===== src/rtl/randlog_array_if.sv =====
// rtl/randlog_array_if.sv - control, seed and result stream bundle for randlog_array
interface randlog_array_if #(
    parameter int CH = 4,
    parameter int W  = 16,
    parameter int F  = 16
);
    localparam int OUT_W = $clog2(W + 1) + F;

    logic                  seed_load;
    logic [CH*W-1:0]       seed;
    logic                  en;
    logic                  out_valid;
    logic                  out_ready;
    logic [CH*OUT_W-1:0]   out_data;
    logic [W-1:0]          state_dbg;
    logic [31:0]           sample_cnt;

    modport slave (
        input  seed_load, seed, en, out_ready,
        output out_valid, out_data, state_dbg, sample_cnt
    );

    modport master (
        output seed_load, seed, en, out_ready,
        input  out_valid, out_data, state_dbg, sample_cnt
    );
endinterface


===== src/rtl/randlog_array.sv =====
// rtl/randlog_array.sv - CH-channel LFSR sampler producing -log2(u/2^W) in fixed point
module randlog_array #(
    parameter int CH = 4,
    parameter int W  = 16,
    parameter int L  = 6,
    parameter int R  = 8,
    parameter int F  = 16
) (
    input  logic           clk,
    input  logic           rst_n,
    randlog_array_if.slave bus
);
    localparam int OUT_W = $clog2(W + 1) + F;
    localparam int LZW   = $clog2(W);
    localparam logic [W-1:0] TAPS = (W == 32) ? W'(32'h8020_0003) : W'(16'hB400);

    function automatic logic [F:0] lut_entry(input int k);
        real v;
        v = $ln(1.0 + real'(k) / (2.0 ** L)) / $ln(2.0) * (2.0 ** F);
        return (F+1)'($rtoi(v + 0.5));
    endfunction

    function automatic logic [W-1:0] lfsr_step(input logic [W-1:0] s);
        return s[0] ? ((s >> 1) ^ TAPS) : (s >> 1);
    endfunction

    logic [F:0] lut [2**L+1];
    for (genvar k = 0; k <= 2**L; k++) begin : g_lut
        assign lut[k] = lut_entry(k);
    end

    logic [W-1:0]     lfsr  [CH];
    logic [W-1:0]     u1    [CH];
    logic [LZW-1:0]   lz2   [CH];
    logic [R-1:0]     r2    [CH];
    logic [F:0]       ll2   [CH];
    logic [F:0]       lr2   [CH];
    logic [LZW-1:0]   lz3   [CH];
    logic [F:0]       frac3 [CH];
    logic [OUT_W-1:0] res4  [CH];
    logic             v1, v2, v3, v4;
    logic [31:0]      cnt;

    logic [LZW-1:0]   lz1   [CH];
    logic [L+R-1:0]   ir1   [CH];
    logic [L:0]       li1   [CH];
    logic [L:0]       ri1   [CH];
    logic [F+R:0]     prod2 [CH];
    logic [F:0]       frac2 [CH];
    logic [OUT_W-1:0] res3  [CH];

    logic stall, adv, take, hs;
    assign stall = v4 && !bus.out_ready;
    assign adv   = !stall;
    assign take  = bus.en && adv && !bus.seed_load;
    assign hs    = v4 && bus.out_ready;

    always_comb begin
        for (int c = 0; c < CH; c++) begin
            // ascending scan: the last hit is the highest set bit
            lz1[c] = LZW'(W - 1);
            for (int b = 0; b < W; b++) begin
                if (u1[c][b]) lz1[c] = LZW'(W - 1 - b);
            end
            // drop the normalised leading one, keep index and interpolation bits
            ir1[c]   = (L+R)'((u1[c] << lz1[c]) >> (W - 1 - L - R));
            li1[c]   = {1'b0, ir1[c][L+R-1 -: L]};
            ri1[c]   = li1[c] + (L+1)'(1);
            prod2[c] = {{R{1'b0}}, lr2[c] - ll2[c]} * {{(F+1){1'b0}}, r2[c]};
            frac2[c] = ll2[c] + (F+1)'(prod2[c] >> R);
            res3[c]  = ((OUT_W'(lz3[c]) + OUT_W'(1)) << F) - OUT_W'(frac3[c]);
        end
    end

    always_ff @(posedge clk or negedge rst_n) begin
        if (!rst_n) begin
            for (int c = 0; c < CH; c++) lfsr[c] <= W'(1);
            {v1, v2, v3, v4} <= '0;
            cnt <= '0;
        end else if (bus.seed_load) begin
            for (int c = 0; c < CH; c++)
                lfsr[c] <= (bus.seed[c*W +: W] == '0) ? W'(1) : bus.seed[c*W +: W];
            {v1, v2, v3, v4} <= '0;
            cnt <= '0;
        end else begin
            if (hs) cnt <= cnt + 32'd1;
            if (take) begin
                for (int c = 0; c < CH; c++) lfsr[c] <= lfsr_step(lfsr[c]);
            end
            if (adv) begin
                v1 <= take;
                v2 <= v1;
                v3 <= v2;
                v4 <= v3;
            end
        end
    end

    always_ff @(posedge clk or negedge rst_n) begin
        if (!rst_n) begin
            for (int c = 0; c < CH; c++) begin
                u1[c]    <= '0;
                lz2[c]   <= '0;
                r2[c]    <= '0;
                ll2[c]   <= '0;
                lr2[c]   <= '0;
                lz3[c]   <= '0;
                frac3[c] <= '0;
                res4[c]  <= '0;
            end
        end else if (adv) begin
            for (int c = 0; c < CH; c++) begin
                u1[c]    <= lfsr[c];
                lz2[c]   <= lz1[c];
                r2[c]    <= ir1[c][R-1:0];
                ll2[c]   <= lut[li1[c]];
                lr2[c]   <= lut[ri1[c]];
                lz3[c]   <= lz2[c];
                frac3[c] <= frac2[c];
                res4[c]  <= res3[c];
            end
        end
    end

    always_comb begin
        bus.out_data = '0;
        for (int c = 0; c < CH; c++) bus.out_data[c*OUT_W +: OUT_W] = res4[c];
    end

    assign bus.out_valid  = v4;
    assign bus.state_dbg  = lfsr[0];
    assign bus.sample_cnt = cnt;
endmodule


===== src/flat_wrapper.sv =====
// flat-port wrapper written by rule: the top's interface ports become plain ports
module randlog_array_flat 
#(
    parameter int CH = 4,
    parameter int W  = 16,
    parameter int L  = 6,
    parameter int R  = 8,
    parameter int F  = 16
)
  (clk, rst_n, bus_seed_load, bus_seed, bus_en, bus_out_ready, bus_out_valid, bus_out_data, bus_state_dbg, bus_sample_cnt);
  randlog_array_if #(.CH(CH), .W(W), .F(F)) bus_i ();
  input  logic clk;
  input  logic rst_n;
  input wire logic [$bits(bus_i.seed_load)-1:0] bus_seed_load;
  input wire logic [$bits(bus_i.seed)-1:0] bus_seed;
  input wire logic [$bits(bus_i.en)-1:0] bus_en;
  input wire logic [$bits(bus_i.out_ready)-1:0] bus_out_ready;
  output wire logic [$bits(bus_i.out_valid)-1:0] bus_out_valid;
  output wire logic [$bits(bus_i.out_data)-1:0] bus_out_data;
  output wire logic [$bits(bus_i.state_dbg)-1:0] bus_state_dbg;
  output wire logic [$bits(bus_i.sample_cnt)-1:0] bus_sample_cnt;
  assign bus_i.seed_load = bus_seed_load;
  assign bus_i.seed = bus_seed;
  assign bus_i.en = bus_en;
  assign bus_i.out_ready = bus_out_ready;
  assign bus_out_valid = bus_i.out_valid;
  assign bus_out_data = bus_i.out_data;
  assign bus_state_dbg = bus_i.state_dbg;
  assign bus_sample_cnt = bus_i.sample_cnt;
  randlog_array #(.CH(CH), .W(W), .L(L), .R(R), .F(F)) u_core (.clk(clk), .rst_n(rst_n), .bus(bus_i));
endmodule

===== config.mk =====
export PLATFORM = sky130hd
export DESIGN_NAME = randlog_array_flat
export DESIGN_NICKNAME = d
export VERILOG_FILES = /design/src/rtl/randlog_array_if.sv /design/src/rtl/randlog_array.sv /design/src/flat_wrapper.sv
export SDC_FILE = /design/constraint.sdc
export NUM_CORES = 2
export LEC_CHECK = 0
export BUFFER_PORTS_ARGS = -buffer_cell sky130_fd_sc_hd__buf_2
export CAP_MARGIN = 25
export CORE_UTILIZATION = 40
export DETAILED_ROUTE_END_ITERATION = 6
export GPL_TIMING_DRIVEN = 0
export PLACE_DENSITY = 0.61
export REMOVE_ABC_BUFFERS = 1
export SETUP_SLACK_MARGIN = 0.5
export SYNTH_ARGS = -nofsm -noshare
export SYNTH_HDL_FRONTEND = slang
export SYNTH_SLANG_ARGS = --single-unit
export TNS_END_PERCENT = 20

===== constraint.sdc =====
create_clock -name clk -period 8.2 [get_ports clk]
set_clock_uncertainty 0.1 [all_clocks]
set_input_delay 2.05 -clock clk [delete_from_list [all_inputs] [get_ports clk]]
set_output_delay 2.05 -clock clk [all_outputs]
set_load 0.02 [all_outputs]

# Word level (Yosys, flattened, before mapping)
# Memory sizes are Yosys's and may differ from the RTL's. A register that Yosys moved wholly into a read port is not among the register bits.
# Cells that the tools add are included.
[totals] n_memories=8 in_bits=69 reg_bits=380 elab_cells=192 rom_bits=17408
[op_classes] bitwise=12 n_mul=4 addsub=21 muxes=80 reduce_logical=29 shift=4 n_eq_ne=1
[memory_table] memory="(no name shown)" words=128 width=17 read_ports=1 rd_clocked_by_memory_dff=1 write_ports=0 line="randlog_array.sv:116" source="ll2[c] <= lut[li1[c]];"
[memory_table] memory="(no name shown)" words=128 width=17 read_ports=1 rd_clocked_by_memory_dff=1 write_ports=0 line="randlog_array.sv:117" source="lr2[c] <= lut[ri1[c]];"
[memory_table] memory="(no name shown)" words=128 width=17 read_ports=1 rd_clocked_by_memory_dff=1 write_ports=0 line="randlog_array.sv:116"
[memory_table] memory="(no name shown)" words=128 width=17 read_ports=1 rd_clocked_by_memory_dff=1 write_ports=0 line="randlog_array.sv:117"
[memory_table] memory="(no name shown)" words=128 width=17 read_ports=1 rd_clocked_by_memory_dff=1 write_ports=0 line="randlog_array.sv:116"
[memory_table] memory="(no name shown)" words=128 width=17 read_ports=1 rd_clocked_by_memory_dff=1 write_ports=0 line="randlog_array.sv:117"
[memory_table] memory="2 more memories"
[ops] operator="4-bit 2-to-1 mux" n=44
[ops] operator="16-bit 2-to-1 mux" n=8
[ops] operator="64-bit 2-to-1 mux" n=2
[ops] operator="17-bit by 8-bit multiplier with 25-bit output" n=4
[ops] operator="21-bit by 17-bit subtractor with 21-bit output" n=4
[ops] operator="17-bit adder" n=4
[ops] operator="17-bit subtractor" n=4
[ops] operator="16-bit logical NOT" n=4
[ops] operator="32-bit 2-to-1 mux" n=2
[ops] operator="16-bit by 4-bit left shift with 15-bit output" n=4
[ops] operator="32-bit by 1-bit adder with 32-bit output, second input constant" n=1
[ops] operator="6-bit NOT with 8-bit output" n=4
[ops] operator="7-bit NOT with 8-bit output" n=4
[ops] operator="6-bit by 1-bit adder with 7-bit output, second input constant" n=4
[ops] operator="3-bit 2-to-1 mux" n=8
[ops] operator="4-bit by 1-bit adder with 5-bit output, second input constant" n=4
[ops] operator="1-bit logical NOT" n=19
[ops] operator="3-bit NOT with 4-bit output" n=4
[ops] operator="1-bit 2-to-1 mux" n=12
[ops] operator="2-bit 2-to-1 mux" n=4
[ops] operator="1-bit logical AND" n=4
[ops] operator="2-bit nonzero test" n=2
[ops] operator="2-bit != test, second input constant" n=1

# Longest topological paths before layout
[depth] ltp_word=18 depth_mapped=41 ltp_nobuf=41

# Worst setup path before layout
# Ideal clock, no wire load.
[synth_timing] path_kind="register -> register" startpoint="register u_core.ll2[18] in the netlist's numbering" endpoint="register u_core.frac3[33] in the netlist's numbering" required_time_ps=7966 n_path_buf=0 period_less_slack_ps=8648 setup_ps=134 slack_ps=-448 arrival_ps=8415 stages_incl_launch_ff=35 path_cell_list="dfrtp_1 > inv_1 > ha_1 > nor2b_1 > o21ai_0 > a21boi_0 > o21ai_0 > a21boi_0 > o21ai_0 > a21o_1 > a31oi_1 > a2111oi_0 > nor4_1 > fa_1 > fa_1 > fa_1 > inv_1 > fa_1 > inv_1 > ha_1 > o21a_1 > nor2_1 > nor2_1 > a21oi_1 > o21ai_0 > or4_1 > a31o_2 > xor2_1 > ha_1 > and3_1 > a211o_1 > a21oi_1 > xnor2_1 > xnor2_1 > o21ai_0"
[synth_via] elab_chain_cells=3
[synth_lines] item="from (decl)" line="randlog_array.sv:36" source="logic [F:0] ll2 [CH];"
[synth_lines] item="17-bit subtractor" line="randlog_array.sv:69" source="prod2[c] = {{R{1'b0}}, lr2[c] - ll2[c]} * {{(F+1){1'b0}}, r2[c]};"
[synth_lines] item="17-bit by 8-bit multiplier with 25-bit output" line="randlog_array.sv:69"
[synth_lines] item="17-bit adder (*)" line="randlog_array.sv:70" source="frac2[c] = ll2[c] + (F+1)'(prod2[c] >> R);"
[synth_lines] item="to (signal, indexed assignment)" line="randlog_array.sv:119" source="frac3[c] <= frac2[c];"
[synth_lines] item="to (decl)" line="randlog_array.sv:39" source="logic [F:0] frac3 [CH];"
# Mark *: on every way between the ends. The rest lies on a longest branch, timed or not.
# A chain may end at the register's enable or synchronous reset.

# Worst setup path in the final report
[layout_timing] startpoint="register u_core.lr2[17] in the netlist's numbering" endpoint="register u_core.frac3[33] in the netlist's numbering"
[layout_via] elab_chain_cells=3
[layout_lines] item="from (decl)" line="randlog_array.sv:37" source="logic [F:0] lr2 [CH];"
[layout_lines] item="17-bit subtractor" line="randlog_array.sv:69"
[layout_lines] item="17-bit by 8-bit multiplier with 25-bit output" line="randlog_array.sv:69"
[layout_lines] item="17-bit adder" line="randlog_array.sv:70"
# Every way passes these cells.

==> impl_metrics.toml <==
[job]
maxCapViolCount = 0

[timing]
period_share = 1.00
fmax_mhz = 122
drv_slew = 0
worst_slack_ns = -0.0131
maxSlewHeadroom = 0.280
hold_violations = 0
period_minus_slack_ns = 8.21
rsz0062_at_grt = "true"
worstMarginPinSlew_ns = 1.08
setup_viol = 1

[synthesis]
synthesis.area_um2 = 61300
synthCells = 7692
synth.distinct_cells = 114
synth_enable_flop_cells = 0
yosys.area.top_type = "dfrtp_1"
syn-mean-instance-area_um2 = 7.97
yosysWarnings = 0
synth.area.top_cells = "dfrtp_1, fa_1, ha_1, nand2_1, nor2_1"
yosys.area.top_type_share = 0.207
synth_ff_type = "dfrtp_1"
yosysSeqAreaShare = 0.209
async_flop_share = 1.00
ys_seq_elements = 512

[routing]
ant_nets = 0
post-route-drc-count = 16
via_per_inst = 6.06
first_iter_violations = 5831
avgRoutedWirePerCell_um = 21.0
routed_wl_um = 204000
vias = 58790
dr.pass1.iters = 7

[die]
core-area_um2 = 152000
die_area_um2 = 155000
rows = 143
start_util = 0.403
die_width_um = 393
die_height_um = 393
io-pin-count = 202

[clock_network]
cts_buffers = 70
cts.reportedPaths.clkPinSlew_ns = 0.07
insertion_delay_ns = 0.71
cts_sinks = 512
cts_tree = "done"
cts-root-buf = "clkbuf_16"
htree_levels = 3
max-clock-path-buffers = 3

[placement]
dp_slack_ns = -1.41
io_buffers = 201
place_congestion = 0.925
dp_hpwl_um = 145000

[finish]
nFillCells = 14848
layout_common_cells = "nand2_1, nor2_1, inv_1"
multi_input_area_um2 = 46200
final_common_cell = "nand2_1"
regArea_um2 = 12800
nets = 8427
syn2layout_area_growth_pct = 14.4
drive_gt1_frac = 0.141

[worst_hold_path]
whs_path_depth = 2
worstHoldStart = "u_core.bus.out_data[1]$_DFFE_PN0N_"
min_path_type = "register to register"
hold_path_end = "u_core.bus.out_data[1]$_DFFE_PN0N_"

[worst_setup_path]
cpPeakStageDelay_ns = 0.55
crit_path_start_kind = "register"
path_class = "register to register"
regToRegEndpoint = "u_core.frac3[33]$_DFFE_PN0N_"
rrSetupSlack_ns = -0.01
reg2reg_depth = 36
worst_ep_required_time_ns = 8.68
crit_path_end_kind = "register"
arrival_ns = 8.70
crit_family = "adder cells"
timing.rr.start = "u_core.lr2[17]$_DFFE_PN0N_"
worstPathMaxFanout = 5
crit_slowest_cell = "fa_1"
crit_buf_inv = 4

[outcome]
status = "finished, violations left"
violations = "design-rule violations, negative setup slack"

[grt]
grt_overflow_total = 0
grt_max_degree = 111
antenna_found_initial = 13
grt_pass1_wl_um = 322000
grt_pass1_vias = 56274
track_usage = 0.254
-- stage by stage --
stage           util  hold WS, ns  cell area (µm²)  std cells  setup TNS, ns
3_5_place_dp   0.420        0.351            63800       9392         -19.06
6_report       0.461        0.360            70100       9706        -0.0131
5_1_grt        0.461        0.391            70100       9704          -1.62
4_1_cts        0.452        0.364            68700       9639         -0.153
2_1_floorplan      -        0.339            58800       7086       -2116.71
3_3_place_gp   0.410        0.350            62400       9317       -9278.06
-- area by class of cell --
cell class	count	share of cell area
diodes	4	0.000143
clock buffers	89	0.0271
clock inverters	38	0.00721
inverters	613	0.0329
multi-input cells	5962	0.658
flip-flops and latches	512	0.183
well taps	2030	0.0362
repair buffers	458	0.0551
-- cell usage after synthesis (124+ instances only) --
master / count
nand2_1: 885
nor2_1: 613
inv_1: 599
dfrtp_1: 508
a21oi_1: 446
o21ai_0: 443
clkbuf_1: 438
ha_1: 377
fa_1: 364
and2_1: 308
nand3_1: 193
o211ai_1: 166
nor3_1: 162
xnor2_1: 155
a31oi_1: 126
xor2_1: 126
mux2i_1: 124
-- how the worst max path moves through the flow --
stage / slack [ns] / cells after the start / start / endpoint
2_1_floorplan: -7.75 / 4 / bus_out_ready / u_core.bus.state_dbg[0]$_DFFE_PN1P_
3_3_place_gp: -21.46 / 6 / bus_out_ready / u_core.lr2[24]$_DFFE_PN0N_
3_5_place_dp: -1.41 / 34 / u_core.ll2[18]$_DFFE_PN0N_ / u_core.frac3[33]$_DFFE_PN0N_
4_1_cts: -0.14 / 41 / u_core.lr2[34]$_DFFE_PN0N_ / u_core.frac3[50]$_DFFE_PN0N_
5_1_grt: -0.41 / 42 / u_core.lr2[34]$_DFFE_PN0N_ / u_core.frac3[50]$_DFFE_PN0N_
6_report: -0.01 / 36 / u_core.lr2[17]$_DFFE_PN0N_ / u_core.frac3[33]$_DFFE_PN0N_
-- layer usage --
layer,track usage,wire length (µm),part of all wire
met1,0.366,92400,0.45
met2,0.382,89200,0.44
met3,0.0473,16800,0.082
met4,0.0798,5730,0.028
met5,0,92,0.00045
-- timing repair --
action / in CTS / in global routing
gates resized for setup: 339 / 153
cloned: 1 / 0
hold endpoints to repair: 0 / 0
pin swaps: 175 / 145
hold buffers: 0 / 0
endpoints found under the setup margin: 62 / 66
setup buffers: 119 / 51
-- worst reg2reg max path, delay by kind of cell, from the launching register on --
| family | cells | cell delay (ns) |
|---|---|---|
| compound gates | 14 | 2.61 |
| xor+xnor | 4 | 0.63 |
| fa+ha+maj | 8 | 2.96 |
| buf+inv | 4 | 0.32 |
| flops | 1 | 0.44 |
| simple gates | 6 | 1.07 |
-- sequential cells by signal, indices dropped and copies added (netlist names) --
register,count
u_core.v2,1
u_core.lz3,16
u_core.v3,1
u_core.bus.sample_cnt,32
u_core.r2,32
u_core.lz2,16
u_core.bus.state_dbg,16
u_core.v1,1
u_core.lr2,68
u_core.lfsr,48
u_core.ll2,64
u_core.bus.out_data,84
u_core.bus.out_valid,1
u_core.u1,64
u_core.frac3,68
-- cell families after synthesis --
family / count (synthesis) / share of synthesized area
simple gates: 2632 / 0.205
compound gates: 2142 / 0.240
buf+inv: 1219 / 0.0782
fa+ha+maj: 741 / 0.196
flops: 512 / 0.209
xor+xnor: 289 / 0.0423
mux: 157 / 0.0299
Power is left out: the tool's default activity adds up to more than one toggle a clock period on the data nets, which glitch-free logic cannot reach.
